## src/rtl/newton_diff_if.sv

```systemverilog
// Sample-in / coefficient-out bundle between the sample buffer and the difference engine.
// Latency: none, this is only wiring.
// Backpressure: in_valid/in_ready on the sample side and out_valid/out_ready on the coefficient side.
interface newton_diff_if #(
   parameter int WIDTH = 16,
   parameter int IDX_W = 4
);
   logic             start;
   logic [IDX_W-1:0] n_pts;
   logic             in_valid;
   logic             in_ready;
   logic [WIDTH-1:0] in_data;
   logic             out_valid;
   logic             out_ready;
   logic [WIDTH-1:0] out_data;
   logic             out_last;
   logic             busy;
   logic             err_cfg;
   logic [2:0]       err_flags;

   modport master (
      output start, n_pts, in_valid, in_data, out_ready,
      input  in_ready, out_valid, out_data, out_last, busy, err_cfg, err_flags
   );

   modport slave (
      input  start, n_pts, in_valid, in_data, out_ready,
      output in_ready, out_valid, out_data, out_last, busy, err_cfg, err_flags
   );
endinterface

```

## src/rtl/newton_diff_engine.sv

```systemverilog
// Purpose: load n samples, compute the leading forward differences D^k y0 in place, stream them out.
// Latency: last sample handshake to first out_valid is n(n-1)/2 + 1 cycles (one subtract per cycle).
// Backpressure: in_ready only in LOAD; out_valid/out_data hold while out_ready is low; stalls only stretch.

// IEEE754 half-precision adder, round-to-nearest-even, with overflow/NaN/inexact flags.
module float_adder (
   input  logic [15:0] a,
   input  logic [15:0] b,
   output logic [15:0] sum,
   output logic        overflow,
   output logic        nan,
   output logic        precision_lost
);
   logic        a_nan, b_nan, a_inf, b_inf, swap, sx, sy, found, rup;
   logic [15:0] x, y;
   logic [4:0]  xe, ye, d;
   logic [10:0] mx, my, mant;
   logic [27:0] al;
   logic [13:0] yal, n;
   logic [14:0] s;
   logic [6:0]  e;
   logic [3:0]  lz, sh;
   logic [11:0] m;

   // Align the smaller operand, add/subtract magnitudes, normalise, round, then patch specials.
   always_comb begin
      n     = '0;
      sh    = '0;
      a_nan = (&a[14:10]) && (|a[9:0]);
      b_nan = (&b[14:10]) && (|b[9:0]);
      a_inf = (&a[14:10]) && !(|a[9:0]);
      b_inf = (&b[14:10]) && !(|b[9:0]);
      // larger magnitude goes to x so the magnitude subtract never goes negative
      swap  = b[14:0] > a[14:0];
      x     = swap ? b : a;
      y     = swap ? a : b;
      sx    = x[15];
      sy    = y[15];
      xe    = (x[14:10] == 5'd0) ? 5'd1 : x[14:10];
      ye    = (y[14:10] == 5'd0) ? 5'd1 : y[14:10];
      mx    = {|x[14:10], x[9:0]};
      my    = {|y[14:10], y[9:0]};
      d     = xe - ye;
      // three guard bits plus a sticky bit folded into the LSB
      al    = {my, 17'b0} >> ((d > 5'd27) ? 5'd27 : d);
      yal   = {al[27:15], |al[14:0]};
      if (sx == sy) s = {1'b0, mx, 3'b000} + {1'b0, yal};
      else          s = {1'b0, mx, 3'b000} - {1'b0, yal};
      e     = {2'b00, xe};
      lz    = '0;
      found = 1'b0;
      for (int i = 13; i >= 0; i--) begin
         if (!found) begin
            if (s[i]) found = 1'b1;
            else      lz = lz + 4'd1;
         end
      end
      if (s[14]) begin
         n = {s[14:2], s[1] | s[0]};
         e = e + 7'd1;
      end else begin
         // never shift below the minimum exponent: that leaves a subnormal
         sh = ({3'b000, lz} > (e - 7'd1)) ? (e[3:0] - 4'd1) : lz;
         n  = s[13:0] << sh;
         e  = e - {3'b000, sh};
      end
      rup = n[2] && (n[1] || n[0] || n[3]);
      m   = {1'b0, n[13:3]} + {11'b0, rup};
      if (m[11]) begin
         mant = m[11:1];
         e    = e + 7'd1;
      end else begin
         mant = m[10:0];
      end
      sum            = {sx, (mant[10] ? e[4:0] : 5'd0), mant[9:0]};
      overflow       = 1'b0;
      nan            = 1'b0;
      precision_lost = |n[2:0];
      if (s == 15'd0) sum = {sx & sy, 15'd0};
      if (e >= 7'd31) begin
         sum      = {sx, 5'h1f, 10'h000};
         overflow = 1'b1;
      end
      if (a_nan || b_nan || (a_inf && b_inf && (a[15] != b[15]))) begin
         sum            = 16'h7e00;
         nan            = 1'b1;
         overflow       = 1'b0;
         precision_lost = 1'b0;
      end else if (a_inf || b_inf) begin
         sum            = {(a_inf ? a[15] : b[15]), 5'h1f, 10'h000};
         overflow       = 1'b0;
         precision_lost = 1'b0;
      end
   end
endmodule

module newton_diff_engine #(
   parameter int DEPTH   = 8,
   parameter int IDX_W   = 4,
   parameter int FP_MODE = 1,
   parameter int WIDTH   = 16
) (
   input  logic         clk,
   input  logic         rst,
   newton_diff_if.slave bus
);
   localparam int               AW      = (DEPTH > 1) ? $clog2(DEPTH) : 1;
   localparam logic [IDX_W-1:0] DEPTH_I = IDX_W'(DEPTH);
   localparam logic [IDX_W-1:0] ONE     = IDX_W'(1);
   localparam logic [IDX_W-1:0] TWO     = IDX_W'(2);

   typedef enum logic [1:0] {IDLE, LOAD, CALC, EMIT} state_t;
   state_t state, state_nx;

   logic [WIDTH-1:0] mem [DEPTH];
   logic [IDX_W-1:0] n_r, w_r, p_r, i_r, k_r, n_last;
   logic [AW-1:0]    prev_idx;
   logic [2:0]       err_flags_r, sub_flags;
   logic             err_cfg_r, cfg_ok, job_go, ld_fire, calc_end;
   logic [WIDTH-1:0] rd_a, rd_b, sub_res;

   assign n_last   = n_r - ONE;
   assign prev_idx = i_r[AW-1:0] - AW'(1);
   assign rd_a     = mem[i_r[AW-1:0]];
   assign rd_b     = mem[prev_idx];

   if (FP_MODE != 0) begin : g_fp
      logic [15:0] fa_sum;
      logic        fa_ovf, fa_nan, fa_pl;
      float_adder u_fa (
         .a              (rd_a),
         .b              ({~rd_b[15], rd_b[14:0]}),
         .sum            (fa_sum),
         .overflow       (fa_ovf),
         .nan            (fa_nan),
         .precision_lost (fa_pl)
      );
      assign sub_res   = fa_sum;
      assign sub_flags = {fa_nan, fa_ovf, fa_pl};
   end else begin : g_int
      logic [WIDTH-1:0] diff;
      assign diff      = rd_a - rd_b;
      assign sub_res   = diff;
      assign sub_flags = {1'b0, (rd_a[WIDTH-1] != rd_b[WIDTH-1]) && (diff[WIDTH-1] != rd_a[WIDTH-1]), 1'b0};
   end

   // State register; reset aborts any job in flight.
   always_ff @(posedge clk) begin
      if (rst) state <= IDLE;
      else     state <= state_nx;
   end

   // Next-state decode and the handshake qualifiers used by the datapath.
   always_comb begin
      state_nx = state;
      cfg_ok   = (bus.n_pts >= TWO) && (bus.n_pts <= DEPTH_I);
      job_go   = 1'b0;
      ld_fire  = 1'b0;
      calc_end = 1'b0;
      case (state)
         IDLE: begin
            job_go = bus.start && cfg_ok;
            if (job_go) state_nx = LOAD;
         end
         LOAD: begin
            ld_fire = bus.in_valid;
            if (ld_fire && (w_r == n_last)) state_nx = CALC;
         end
         CALC: begin
            calc_end = (p_r == n_last) && (i_r == p_r);
            if (calc_end) state_nx = EMIT;
         end
         EMIT: begin
            if (bus.out_ready && (k_r == n_last)) state_nx = IDLE;
         end
         default: state_nx = IDLE;
      endcase
   end

   // Job counters and flags: write pointer, pass/index walk, emit index, sticky errors.
   always_ff @(posedge clk) begin
      if (rst) begin
         n_r         <= '0;
         w_r         <= '0;
         p_r         <= '0;
         i_r         <= '0;
         k_r         <= '0;
         err_flags_r <= '0;
         err_cfg_r   <= 1'b0;
      end else begin
         err_cfg_r <= (state == IDLE) && bus.start && !cfg_ok;
         case (state)
            IDLE: begin
               if (job_go) begin
                  n_r         <= bus.n_pts;
                  w_r         <= '0;
                  p_r         <= ONE;
                  i_r         <= bus.n_pts - ONE;
                  k_r         <= '0;
                  err_flags_r <= '0;
               end
            end
            LOAD: begin
               if (ld_fire) w_r <= w_r + ONE;
            end
            CALC: begin
               err_flags_r <= err_flags_r | sub_flags;
               // walk i downwards so mem[i-1] still holds the previous pass value
               if (i_r == p_r) begin
                  p_r <= p_r + ONE;
                  i_r <= n_last;
               end else begin
                  i_r <= i_r - ONE;
               end
            end
            EMIT: begin
               if (bus.out_ready) k_r <= k_r + ONE;
            end
            default: ;
         endcase
      end
   end

   // Sample/difference storage; deliberately not cleared by reset.
   always_ff @(posedge clk) begin
      if (!rst) begin
         if (state == LOAD && ld_fire) mem[w_r[AW-1:0]] <= bus.in_data;
         else if (state == CALC)       mem[i_r[AW-1:0]] <= sub_res;
      end
   end

   assign bus.in_ready  = (state == LOAD);
   assign bus.out_valid = (state == EMIT);
   assign bus.out_data  = (state == EMIT) ? mem[k_r[AW-1:0]] : '0;
   assign bus.out_last  = (state == EMIT) && (k_r == n_last);
   assign bus.busy      = (state != IDLE);
   assign bus.err_cfg   = err_cfg_r;
   assign bus.err_flags = err_flags_r;
endmodule

```

## src/flat_wrapper.sv

```systemverilog
// flat-port wrapper written by rule: the top's interface ports become plain ports
module newton_diff_engine_flat 
#(
   parameter int DEPTH   = 8,
   parameter int IDX_W   = 4,
   parameter int FP_MODE = 1,
   parameter int WIDTH   = 16
)
  (clk, rst, bus_start, bus_n_pts, bus_in_valid, bus_in_data, bus_out_ready, bus_in_ready, bus_out_valid, bus_out_data, bus_out_last, bus_busy, bus_err_cfg, bus_err_flags);
  newton_diff_if #(.WIDTH(WIDTH), .IDX_W(IDX_W)) bus_i ();
  input  logic clk;
  input  logic rst;
  input wire logic [$bits(bus_i.start)-1:0] bus_start;
  input wire logic [$bits(bus_i.n_pts)-1:0] bus_n_pts;
  input wire logic [$bits(bus_i.in_valid)-1:0] bus_in_valid;
  input wire logic [$bits(bus_i.in_data)-1:0] bus_in_data;
  input wire logic [$bits(bus_i.out_ready)-1:0] bus_out_ready;
  output wire logic [$bits(bus_i.in_ready)-1:0] bus_in_ready;
  output wire logic [$bits(bus_i.out_valid)-1:0] bus_out_valid;
  output wire logic [$bits(bus_i.out_data)-1:0] bus_out_data;
  output wire logic [$bits(bus_i.out_last)-1:0] bus_out_last;
  output wire logic [$bits(bus_i.busy)-1:0] bus_busy;
  output wire logic [$bits(bus_i.err_cfg)-1:0] bus_err_cfg;
  output wire logic [$bits(bus_i.err_flags)-1:0] bus_err_flags;
  assign bus_i.start = bus_start;
  assign bus_i.n_pts = bus_n_pts;
  assign bus_i.in_valid = bus_in_valid;
  assign bus_i.in_data = bus_in_data;
  assign bus_i.out_ready = bus_out_ready;
  assign bus_in_ready = bus_i.in_ready;
  assign bus_out_valid = bus_i.out_valid;
  assign bus_out_data = bus_i.out_data;
  assign bus_out_last = bus_i.out_last;
  assign bus_busy = bus_i.busy;
  assign bus_err_cfg = bus_i.err_cfg;
  assign bus_err_flags = bus_i.err_flags;
  newton_diff_engine #(.DEPTH(DEPTH), .IDX_W(IDX_W), .FP_MODE(FP_MODE), .WIDTH(WIDTH)) u_core (.clk(clk), .rst(rst), .bus(bus_i));
endmodule
```

## config.mk

```make
export PLATFORM = sky130hd
export DESIGN_NAME = newton_diff_engine_flat
export DESIGN_NICKNAME = d
export VERILOG_FILES = /design/src/rtl/newton_diff_if.sv /design/src/rtl/newton_diff_engine.sv /design/src/flat_wrapper.sv
export SDC_FILE = /design/constraint.sdc
export NUM_CORES = 1
export LEC_CHECK = 0
export BUFFER_PORTS_ARGS = -buffer_cell sky130_fd_sc_hd__buf_2
export CORE_ASPECT_RATIO = 1.75
export CORE_MARGIN = 5
export CORE_UTILIZATION = 50
export CTS_BUF_LIST = sky130_fd_sc_hd__clkbuf_16
export CTS_CLUSTER_SIZE = 40
export DETAILED_ROUTE_END_ITERATION = 16
export GPL_TIMING_DRIVEN = 0
export PLACE_DENSITY = 0.69
export SKIP_LAST_GASP = 1
export SYNTH_ARGS = -nofsm -noshare
export SYNTH_HDL_FRONTEND = slang
export SYNTH_HIERARCHICAL = 1
export SYNTH_SLANG_ARGS = --single-unit
```

## constraint.sdc

```tcl
create_clock -name clk -period 20 [get_ports clk]
set_input_delay 3 -clock clk [delete_from_list [all_inputs] [get_ports clk]]
set_output_delay 3 -clock clk [all_outputs]
set_load 0.01 [all_outputs]
```

==> reports/qor.yml <==
run_status:
  status: "finished clean"
cts:
  cts_max_path_buffers: 2
  cts_inserted_buffers: 17
  clock_sinks: 160
  cts_hold_repair.buffers: 0
  htreeDepth: 4
  root_buffer: "clkbuf_16"
  cts_tree: "built"
  path_clk_slew_ns: 0.07
  insertion_delay_ns: 0.43
yosys:
  synthCells: 1725
  yosysTopAreaCellShare_pct: 23.2
  syn_nets: 1832
  synth_seq_area_share_pct: 27.1
  synth_seq_cells: 160
  yosysUniqueCellTypes: 126
  ys.flop_type: "edfxtp_1"
  async_flop_share_pct: 0
  synth-edff-count: 128
  avgSynthCellArea_um2: 9.60
  synthesis.area_mm2: 0.0166
  yosysWarnings: 6
  yosysTopAreaCell: "edfxtp_1"
  synthTopCellsByArea: "edfxtp_1 23%, mux4_2 13%, ha_1 6.0%, mux2_2 3.9%, dfxtp_1 3.9%"
floorplanning:
  fp.dieH_um: 251
  rows: 88
  die_x_um: 148
  coreArea_mm2: 0.0328
  ios: 49
  die-area_mm2: 0.0370
  start_util_pct: 50.5
placed_design:
  place_hpwl_um: 44600
  gp_congestion: 0.995
  io_buffers: 48
  dpl_cell_area_mm2: 0.0175
finish:
  area_delta_synth_final_pct: 20.7
  mostFrequentLayoutCells: "134 x nand2_1, 128 x edfxtp_1, 118 x nor2_1, 106 x buf_4, 96 x mux4_2"
  fin_area_mm2: 0.0200
  final_net_count: 2004
  drive_gt1_share_pct: 30.8
  antenna_cells: 0
  fillers: 2728
  final_common_cell: "nand2_1"
job:
  drv_cap: 0
drt:
  drc: 0
  drt_iter0_drc: 1469
  ant_nets: 0
  num_vias: 16000
  routed_wl_um: 59800
  viasPerCell: 6.92
  wire_per_inst_um: 25.8
  dr.pass1.iters: 8
timing:
  post-route-period-util_pct: 97.9
  timing.slew.headroom_pct: 22.8
  hold_viol: 0
  setup_viol: 0
  worstMarginPinSlew_ns: 1.15
  finalCriticalPeriod_ns: 19.59
  fin_skew_ns: 0.0107
  drv_slew: 0
  clock.fmax_mhz: 51.0
worst_setup_path:
  start_kind: "flip-flop"
  cp_max_fo: 10
  rr_worst_depth: 100
  arrival_ns: 19.76
  worstReg2RegEnd: "u_core/mem[7][13]"
  critPathCaptureType: "flip-flop"
  r2r_slack_ns: 0.41
  criticalPathCategory: "flip-flop to flip-flop"
  cp_slowest_cell: "mux4_2"
  cp_slowest_stage_delay_ns: 0.53
  required_ns: 20.17
worst_hold_path:
  hp-class: "flip-flop to flip-flop"
  hp-start: "u_core/bus.err_flags[0]"
  hold_path_depth: 2
  min_to: "u_core/bus.err_flags[0]"
global_routing:
  grt_pass1_vias: 15800
  antenna_found_initial: 0
  grt_max_degree: 18
  met2_usage_pct: 57.5
  global_route.usage.met3_pct: 3.20
  grt-ovfl-total: 0
  grt_pass1_wl_um: 89200
  grt_busiest_layer: "met2"
  met1_usage_pct: 31.2
  grtUsageTotal_pct: 31.0
[cells in the mapped netlist (19+ instances only)]
| library cell | number |
|---|---|
| nor2_1 | 132 |
| mux4_2 | 96 |
| o211ai_1 | 23 |
| a31oi_1 | 26 |
| nor3_1 | 42 |
| a21oi_1 | 93 |
| clkbuf_1 | 52 |
| xor2_1 | 26 |
| edfxtp_1 | 128 |
| ha_1 | 79 |
| o31ai_1 | 24 |
| xnor2_1 | 35 |
| nand2_1 | 142 |
| inv_1 | 81 |
| buf_2 | 27 |
| nand3_1 | 81 |
| a211oi_1 | 30 |
| a21o_1 | 24 |
| nand4_1 | 19 |
| dfxtp_1 | 32 |
| mux2_2 | 58 |
| o21ai_0 | 78 |
| mux2i_1 | 44 |
[cells by family (layout without fill, tap and decap cells)]
logic type               count (synthesis)  in the layout  share of synthesized area [%]
buffers and inverters                  184            369                           4.77
AO/OA/AOI/OAI                          472            472                           20.6
AND/OR/NAND/NOR                        557            557                           17.1
multiplexers                           204            204                           20.2
flip-flops                             160            160                           27.1
XOR/XNOR                                66             66                           3.93
adder cells (fa/ha/maj)                 82             82                           6.33
[what timing repair did]
| item | 4_1_cts | 5_1_grt |
|---|---|---|
| pin swaps | 29 | 71 |
| resized for setup | 157 | 118 |
| endpoints found under the hold margin | 0 | 0 |
| setup buffers | 42 | 61 |
| endpoints found under the setup margin | 130 | 129 |
| cloned | 2 | 2 |
[layer usage]
| metal | part of all wire, % | vias up |
|---|---|---|
| met2 | 52 | 845 |
| met4 | 9.7 | 0 |
| met5 | 0 | - |
| li1 | - | 7077 |
| met1 | 32 | 7779 |
| met3 | 5.6 | 316 |
[how the worst max path moves through the flow]
stage	end	startpoint	slack, ns
5_1_grt	u_core/mem[6][13]	u_core/i_r[0]	-0.26
6_report	u_core/mem[7][13]	flip-flop	0.41
3_3_place_gp	u_core/mem[4][15]	u_core/i_r[0]	-5.73
3_5_place_dp	u_core/mem[4][15]	u_core/i_r[0]	-6.06
4_1_cts	u_core/mem[0][11]	u_core/i_r[0]	0.06
2_1_floorplan	u_core/mem[0][14]	u_core/i_r[0]	0.13
[per-stage QoR]
step	hold WS [ns]	TNS, ns	utilization (%)	cells	worst slack (ns)
6_report	0.537	0	60.9	2315	0.411
5_1_grt	0.567	-19.29	60.9	2315	-0.259
4_1_cts	0.536	0	58.1	2256	0.0607
3_5_place_dp	0.528	-736.94	53.4	2186	-6.06
3_3_place_gp	0.512	-692.54	52.7	2178	-5.73
2_1_floorplan	0.488	0	-	1725	0.129
[worst max-delay path: cells and delay by family (launching register included)]
| kind | cells | cell delay [ns] |
|---|---|---|
| xor+xnor | 1 | 0.15 |
| simple gates | 25 | 3.90 |
| fa+ha+maj | 11 | 2.90 |
| mux | 7 | 2.43 |
| compound gates | 40 | 7.32 |
| flops | 1 | 0.46 |
| buf+inv | 16 | 2.09 |
[sequential cells by signal, summed over array words and instances, names as in the netlist, named ones only]
name,flops
u_core/bus.err_cfg,1
u_core/bus.err_flags,3
u_core/i_r,4
u_core/k_r,4
u_core/mem,128
u_core/n_r,4
u_core/p_r,4
u_core/state,2
u_core/w_r,4
[cell type report]
cell class	count	area [um2]	share of cell area, %
Inverter	84	320	1.60
Multi-Input combinational cell	1381	12200	60.8
Tap cell	405	507	2.54
Buffer	90	643	3.22
Clock buffer	17	425	2.13
Sequential cell	160	4490	22.5
Timing Repair Buffer	163	1300	6.52
Clock inverter	15	140	0.701
Power is left out: the tool's default activity adds up to more than one toggle a clock period on the data nets, which glitch-free logic cannot reach.
